**src/rtl/rom_load_pkg.sv**
```systemverilog
// rom_load_pkg
// Shared constants and types for the ROM download sequencer:
//   REGION_BASE / ROM_TOTAL - flat download map of the SNK triple-Z80 ROM set
//   rl_state_e              - sequencer FSM states
//   rom_entry_t             - one buffered byte {sel, ofs, data}
package rom_load_pkg;

   localparam int RL_NUM_REGIONS = 8;
   localparam int RL_OFS_W       = 20;

   // 0: main Z80, 1: sub Z80, 2: sound Z80, 3: text gfx,
   // 4: sprites, 5: tiles, 6: ADPCM samples, 7: PROMs / misc
   localparam logic [24:0] REGION_BASE [RL_NUM_REGIONS] = '{
      25'h000000, 25'h010000, 25'h020000, 25'h030000,
      25'h040000, 25'h080000, 25'h0C0000, 25'h100000
   };

   localparam logic [24:0] ROM_TOTAL = 25'h140000;

   typedef enum logic [1:0] {
      ST_IDLE  = 2'd0,
      ST_LOAD  = 2'd1,
      ST_DRAIN = 2'd2,
      ST_DONE  = 2'd3
   } rl_state_e;

   typedef struct packed {
      logic [2:0]          sel;
      logic [RL_OFS_W-1:0] ofs;
      logic [7:0]          data;
   } rom_entry_t;

   localparam int ENTRY_W = $bits(rom_entry_t);

endpackage

```
**src/rtl/rom_load_fifo.sv**
```systemverilog
// rom_load_fifo
// Two-deep register FIFO; slot0 is always the head so the read side is a
// plain register with no mux.
//   i_clk, RESETn  clock, async active-low reset (clears contents)
//   push, din      write; ignored while full
//   pop            read; ignored while empty
//   head           oldest entry
//   count          occupancy 0..2
//   full, empty    occupancy flags
module rom_load_fifo #(
   parameter int W = 8
) (
   input  logic         i_clk,
   input  logic         RESETn,
   input  logic         push,
   input  logic [W-1:0] din,
   input  logic         pop,
   output logic [W-1:0] head,
   output logic [1:0]   count,
   output logic         full,
   output logic         empty
);

   logic [W-1:0] slot0;
   logic [W-1:0] slot1;
   logic         push_ok;
   logic         pop_ok;

   assign full    = (count == 2'd2);
   assign empty   = (count == 2'd0);
   assign push_ok = push && !full;
   assign pop_ok  = pop && !empty;
   assign head    = slot0;

   always_ff @(posedge i_clk or negedge RESETn) begin
      if (!RESETn) begin
         slot0 <= '0;
         slot1 <= '0;
         count <= 2'd0;
      end else begin
         case ({push_ok, pop_ok})
            2'b10: begin
               if (count == 2'd0) slot0 <= din;
               else               slot1 <= din;
               count <= count + 2'd1;
            end
            2'b01: begin
               slot0 <= slot1;
               count <= count - 2'd1;
            end
            // push_ok implies not full, so count is 1 here: the new byte
            // replaces the departing head directly.
            2'b11: slot0 <= din;
            default: ;
         endcase
      end
   end

endmodule

```
**src/rtl/rom_load_sequencer.sv**
```systemverilog
// rom_load_sequencer
// Routes hps_io ROM downloads (index 0) into the core's ROM regions through a
// 2-entry FIFO, throttles hps_io, holds the CPUs while loading and latches the
// game-select byte (index 1, address 0).
// Optional feature macro: ROM_CHECKSUM_EN adds per-region byte sums
// (chk_sel in, chk_sum out, 1-cycle read latency).
// Ports:
//   i_clk, RESETn                      clock, async active-low reset
//   ioctl_download/index/wr/addr/dout  hps_io download side
//   ioctl_wait                         back-pressure to hps_io
//   rom_we/sel/ofs/data, rom_ack       ROM write port, pops on we && ack
//   cpu_hold                           keep Z80s and video in reset
//   load_done                          one-cycle pulse after full drain
//   game                               latched game select
//   err_oob, err_ovf                   sticky errors, cleared on LOAD entry
//
// state    | meaning
// IDLE     | no load, CPUs running
// LOAD     | index-0 download active, CPUs held
// DRAIN    | download ended, flushing FIFO to ROM
// DONE     | FIFO empty, load_done pulse
module rom_load_sequencer
   import rom_load_pkg::*;
#(
   parameter int NUM_REGIONS = RL_NUM_REGIONS,
   parameter int OFS_W       = RL_OFS_W
) (
   input  logic             i_clk,
   input  logic             RESETn,
   input  logic             ioctl_download,
   input  logic [7:0]       ioctl_index,
   input  logic             ioctl_wr,
   input  logic [24:0]      ioctl_addr,
   input  logic [7:0]       ioctl_dout,
   output logic             ioctl_wait,
   output logic             rom_we,
   output logic [2:0]       rom_sel,
   output logic [OFS_W-1:0] rom_ofs,
   output logic [7:0]       rom_data,
   input  logic             rom_ack,
   output logic             cpu_hold,
   output logic             load_done,
   output logic [7:0]       game,
   output logic             err_oob,
   output logic             err_ovf
`ifdef ROM_CHECKSUM_EN
   ,
   input  logic [2:0]       chk_sel,
   output logic [15:0]      chk_sum
`endif
);

   rl_state_e          state;
   rl_state_e          state_nxt;
   logic               load_entry;
   logic               rom_dl;
   logic               strobe_rom;
   logic               in_range;
   logic               push_req;
   logic               push_ok;
   logic               rom_pop;
   logic               oob_hit;
   logic               ovf_hit;
   logic               game_hit;
   logic [2:0]         dec_sel;
   logic [24:0]        dec_base;
   rom_entry_t         push_entry;
   rom_entry_t         head_entry;
   logic [ENTRY_W-1:0] head_bits;
   logic [1:0]         fifo_count;
   logic [1:0]         fifo_count_nxt;
   logic               fifo_full;
   logic               fifo_empty;

   assign rom_dl     = ioctl_download && (ioctl_index == 8'd0);
   assign strobe_rom = ioctl_wr && (ioctl_index == 8'd0);
   assign in_range   = (ioctl_addr < ROM_TOTAL);
   assign push_req   = strobe_rom && in_range;
   assign oob_hit    = strobe_rom && !in_range;
   assign ovf_hit    = push_req && fifo_full;
   assign game_hit   = ioctl_wr && (ioctl_index == 8'd1) && (ioctl_addr == 25'd0);
   assign push_ok    = push_req && !fifo_full;
   assign rom_pop    = rom_we && rom_ack;

   // Table is ascending, so the last base not above the address wins.
   always_comb begin
      dec_sel  = 3'd0;
      dec_base = REGION_BASE[0];
      for (int i = 1; i < NUM_REGIONS; i++) begin
         if (ioctl_addr >= REGION_BASE[i]) begin
            dec_sel  = 3'(i);
            dec_base = REGION_BASE[i];
         end
      end
   end

   always_comb begin
      push_entry.sel  = dec_sel;
      push_entry.ofs  = RL_OFS_W'(ioctl_addr - dec_base);
      push_entry.data = ioctl_dout;
   end

   rom_load_fifo #(.W(ENTRY_W)) u_fifo (
      .i_clk  (i_clk),
      .RESETn (RESETn),
      .push   (push_req),
      .din    (push_entry),
      .pop    (rom_pop),
      .head   (head_bits),
      .count  (fifo_count),
      .full   (fifo_full),
      .empty  (fifo_empty)
   );

   assign head_entry     = head_bits;
   assign rom_we         = !fifo_empty;
   assign rom_sel        = head_entry.sel;
   assign rom_ofs        = head_entry.ofs;
   assign rom_data       = head_entry.data;
   assign fifo_count_nxt = fifo_count + 2'(push_ok) - 2'(rom_pop);

   always_comb begin
      state_nxt = state;
      case (state)
         ST_IDLE:  if (rom_dl) state_nxt = ST_LOAD;
         ST_LOAD:  if (!ioctl_download) state_nxt = ST_DRAIN;
         // A restart resumes loading with whatever is still queued.
         ST_DRAIN: begin
            if (rom_dl)          state_nxt = ST_LOAD;
            else if (fifo_empty) state_nxt = ST_DONE;
         end
         ST_DONE:  state_nxt = ST_IDLE;
         default:  state_nxt = ST_IDLE;
      endcase
   end

   assign load_entry = (state_nxt == ST_LOAD) && (state != ST_LOAD);

   always_ff @(posedge i_clk or negedge RESETn) begin
      if (!RESETn) begin
         state      <= ST_IDLE;
         cpu_hold   <= 1'b0;
         load_done  <= 1'b0;
         ioctl_wait <= 1'b0;
         game       <= 8'd0;
         err_oob    <= 1'b0;
         err_ovf    <= 1'b0;
      end else begin
         state      <= state_nxt;
         cpu_hold   <= (state_nxt != ST_IDLE);
         load_done  <= (state_nxt == ST_DONE);
         // The FIFO's second slot absorbs the strobe hps_io can still
         // issue in the cycle wait rises.
         ioctl_wait <= (fifo_count_nxt != 2'd0);
         if (game_hit) game <= ioctl_dout;
         // An error on the entry strobe belongs to the new load, so set wins.
         if (oob_hit)         err_oob <= 1'b1;
         else if (load_entry) err_oob <= 1'b0;
         if (ovf_hit)         err_ovf <= 1'b1;
         else if (load_entry) err_ovf <= 1'b0;
      end
   end

`ifdef ROM_CHECKSUM_EN
   logic [15:0] chk_acc [RL_NUM_REGIONS];

   always_ff @(posedge i_clk or negedge RESETn) begin
      if (!RESETn) begin
         for (int i = 0; i < RL_NUM_REGIONS; i++) chk_acc[i] <= 16'd0;
         chk_sum <= 16'd0;
      end else begin
         if (load_entry) begin
            for (int i = 0; i < RL_NUM_REGIONS; i++) chk_acc[i] <= 16'd0;
         end else if (rom_pop) begin
            chk_acc[head_entry.sel] <= chk_acc[head_entry.sel] + 16'(head_entry.data);
         end
         chk_sum <= chk_acc[chk_sel];
      end
   end
`endif

endmodule

```
**config.mk**
```make
export PLATFORM = sky130hd
export DESIGN_NAME = rom_load_sequencer
export DESIGN_NICKNAME = d
export VERILOG_FILES = /design/src/rtl/rom_load_pkg.sv /design/src/rtl/rom_load_fifo.sv /design/src/rtl/rom_load_sequencer.sv
export SDC_FILE = /design/constraint.sdc
export NUM_CORES = 1
export LEC_CHECK = 0
export ABC_AREA = 1
export CORE_MARGIN = 4
export CORE_UTILIZATION = 30
export CTS_CLUSTER_SIZE = 12
export DETAILED_ROUTE_END_ITERATION = 8
export PLACE_DENSITY = 0.65
export SYNTH_ARGS = -nofsm -noshare
export SYNTH_HDL_FRONTEND = slang
export SYNTH_SLANG_ARGS = --single-unit
```
**constraint.sdc**
```tcl
create_clock -name i_clk -period 2.5 [get_ports i_clk]
set_input_delay 0.25 -clock i_clk [delete_from_list [all_inputs] [get_ports i_clk]]
set_output_delay 0.25 -clock i_clk [all_outputs]
set_load 0.05 [all_outputs]
```
==> metrics.log <==
[metrics] Design Power: 0.00531 W
[metrics] Layout Nets: 626
[metrics] core area: 0.0127 mm2
[metrics] number of buffers created by CTS: 9
[metrics] class of the most critical setup path: primary input to register
[metrics] result of the run: completed
[metrics] overall routing resource usage: 0.137
[metrics] Data required, critical path: 2.71 ns
[metrics] total wirelength of the detailed-routed design: 9.64 mm
[metrics] number of vias per cell: 4.57
[metrics] maximum root-to-sink buffer count: 2
[metrics] combinational share of power: 0.435
[metrics] number of distinct library cells after synthesis: 28
[metrics] Gates resized, CTS repair: 0
[metrics] power per standard cell area: 1010 mW/mm2
[metrics] area grow syn2layout: 34.0%
[metrics] sequential cell fraction of total power: 0.324
[metrics] # Max-Cap Violations: 0
[metrics] Avg Synthesized Cell Area: 8.05 um2
[metrics] wire length of the first global-routing pass: 16.2 mm
[metrics] Initial DRT Pass Iterations: 4
[metrics] headroom to the max-slew limit: 0.322
[metrics] CTS tree: yes
[metrics] portion of total power attributed to the clock network: 0.241
[metrics] Worst setup SP type: primary input
[metrics] Starting Density: 0.309
[metrics] vias after detailed routing: 3424
[metrics] worst reg2reg path endpoint: ioctl_wait
[metrics] switching power share of the total: 0.432
[metrics] warning count from the yosys run: 0
[metrics] dominant synthesized flop cell: sky130_fd_sc_hd__dfrtp_1
[metrics] count of inserted antenna diode cells: 0
[metrics] critical path peak fanout: 6
[metrics] pin count of the biggest net entering global routing: 80
[metrics] proportion of synthesized flip-flops having asynchronous set or reset: 1.00
[metrics] CP max stage cell: sky130_fd_sc_hd__clkdlybuf4s50_1
[metrics] global placer's final weighted congestion: 0.813
[metrics] height of the die: 122 um
[metrics] type of element capturing the critical path: register
[metrics] Die Span X: 122 um
[metrics] commonest cells after routing, fill and taps aside: 168 x sky130_fd_sc_hd__nand2_1, 89 x sky130_fd_sc_hd__clkdlybuf4s50_1, 79 x sky130_fd_sc_hd__dfrtp_1
[metrics] Worst Reg2Reg Path Length in Cells: 9
[metrics] H-tree Lvls: 3
[metrics] Max Clock Skew: 0.0110 ns
[metrics] number of max-slew violations in the final report: 0
[metrics] synthesized flop and latch total: 79
[metrics] count of clock tree sinks: 79
[metrics] Synth Instances: 488
[metrics] Post-CTS Hold Fix Bufs: 0
[metrics] commonest non-fill, non-tap cell in the layout: sky130_fd_sc_hd__nand2_1
[metrics] row count: 41
[metrics] post-route minimum period: 2.08 ns
[metrics] Switching Power: 0.00229 W
[metrics] sequential fraction of the synthesis area: 0.503
[metrics] design internal power: 0.00301 W
[metrics] total die area: 0.0150 mm2
[metrics] proportion of layout cells with a drive suffix above 1: 0.0711
[metrics] maximum vdd drop: 362 uV
[metrics] synthesized cell area: 0.00393 mm2
[metrics] clock tree root buffer cell: sky130_fd_sc_hd__clkbuf_16
[metrics] number of synthesized flops with an enable pin: 0
[metrics] setup repair after global routing missed its margin: false
[metrics] setup slack, reg-to-reg: 0.58 ns
[metrics] HPWL Detailed: 6.69 mm
[metrics] FMAX: 0.481 GHz
[metrics] post-DR wirelength/cell: 12.9 um
[metrics] total of endpoints with negative setup slack in the final report: 0
[metrics] post-CTS setup buffer count: 0
[metrics] ANT nets after route: 0
[metrics] number of remaining DRC errors: 0
[metrics] Reg-to-Reg Start: u_fifo.count[0]
[metrics] endpoint arrival time on the critical path: 2.29 ns
[metrics] hold slack final: 0.0724 ns
[metrics] number of endpoints with negative hold slack in the final report: 0
[metrics] total leakage power: 2.56 nW
[metrics] via count of the first global-routing pass: 3435
[metrics] crit share post-route: 0.832
[metrics] Iteration-0 DRC Markers: 224
[metrics] slew at the pin with the worst max-slew slack: 1.02 ns
[metrics] number of port buffers: 90
[metrics] Final TNS setup: 0 ns
[metrics] Largest stage delay, worst path: 0.52 ns
[metrics] Synthesized Nets: 542
[metrics] classification of the worst-slack hold path: primary input to async pin
[metrics] total I/O pin count: 91
[metrics] insertion delay to the later sink of the worst-skew pair: 0.34 ns
[metrics] ordered cell list for the critical path: clkdlybuf4s50_1 > nor2_1 > nor2_2 > nor2_4 > inv_1 > nor2_1 > o21ai_0 > inv_1 > ha_1 > a21oi_1 > o21ai_0 > xor2_1
[metrics] residual overflow from global routing: 0
[metrics] initial antenna violation count: 0
[metrics] Reg clk slew, reported paths: 0.06 ns
how the worst max path moves through the flow:
stage                      end       startpoint  slack, ns
2_1_floorplan       ioctl_wait  u_fifo.count[1]       0.33
3_3_place_gp   u_fifo.head[30]   ioctl_addr[19]       0.16
3_5_place_dp   u_fifo.head[22]   ioctl_addr[19]       0.09
4_1_cts                 rom_we  u_fifo.count[0]       0.38
5_1_grt        u_fifo.head[10]   ioctl_addr[19]       0.15
6_report       u_fifo.count[1]   ioctl_addr[18]       0.42
power groups by stage:
stage               clock, W  sequential, W  combinational, W
finish               0.00128        0.00172           0.00231
global route         0.00137        0.00176           0.00248
CTS                  0.00132        0.00173           0.00235
detailed placement         0        0.00175           0.00234
global placement           0        0.00174           0.00232
floorplan                  0        0.00259          0.000680
registers in the layout (all words and copies together) (netlist names), 2 cells and up:
name	flops
u_fifo.slot1	31
u_fifo.head	31
game	8
state	2
u_fifo.count	2
synthesized netlist by cell type, types with 2 or more instances:
cell / n / share of area
sky130_fd_sc_hd__or2_2: 3 / 0.0048
sky130_fd_sc_hd__nor2_2: 2 / 0.0032
sky130_fd_sc_hd__nand2_1: 168 / 0.16
sky130_fd_sc_hd__dfrtp_1: 79 / 0.50
sky130_fd_sc_hd__nand2_4: 2 / 0.0057
sky130_fd_sc_hd__nand3_1: 50 / 0.064
sky130_fd_sc_hd__clkbuf_1: 4 / 0.0038
sky130_fd_sc_hd__o21ai_0: 61 / 0.078
sky130_fd_sc_hd__buf_2: 12 / 0.015
sky130_fd_sc_hd__xor2_1: 2 / 0.0045
sky130_fd_sc_hd__a21oi_1: 2 / 0.0025
sky130_fd_sc_hd__xnor2_1: 3 / 0.0067
sky130_fd_sc_hd__nand2_2: 3 / 0.0048
sky130_fd_sc_hd__ha_1: 7 / 0.022
sky130_fd_sc_hd__buf_6: 3 / 0.0086
sky130_fd_sc_hd__nor2_1: 16 / 0.015
sky130_fd_sc_hd__inv_1: 50 / 0.048
sky130_fd_sc_hd__nor2_4: 5 / 0.014
sky130_fd_sc_hd__nand4_1: 7 / 0.011
routing by layer:
metal  routed length (um)  share of wire  up-vias  track usage
li1                     -              -     1718            -
met1                 4490           0.47     1600        0.169
met2                 4550           0.47       98        0.227
met3                  502          0.052        8       0.0332
met4                  104          0.011        0       0.0588
met5                    0              0        -            0
kinds of logic after synthesis:
family | after synthesis | synth area share
AOI/OAI and AO/OA | 64 | 0.0825
adders and majority gates | 8 | 0.0274
xor gates and xnor gates | 5 | 0.0111
DFF | 79 | 0.503
buffers and inverters | 72 | 0.0796
and+or+nand+nor | 260 | 0.296
critical path, delay by kind of cell:
kind | cells | cell delay, ns
buffers and inverters | 3 | 0.70
AND/OR/NAND/NOR | 4 | 0.56
AO/OA/AOI/OAI | 3 | 0.37
adder cells (fa/ha/maj) | 1 | 0.25
XOR/XNOR | 1 | 0.16
cell type report:
class	instances	area (um2)
Clock buffer	9	225
Fill cell	1349	7450
Clock inverter	7	62.6
Tap cell	172	215
Timing Repair Buffer	94	953
Multi-Input combinational cell	337	1640
Inverter	51	191
Sequential cell	79	1980
through the flow:
step                utilization  instance area (um2)  std cells  setup slack (ns)
floorplan                     -                 3930        488             0.332
global placement          0.391                 4980        733             0.163
detailed placement        0.391                 4980        733            0.0874
CTS                       0.414                 5270        749             0.383
global route              0.414                 5270        749             0.146
finish                    0.414                 5270        749             0.421
(Power assumes the default switching activity.)
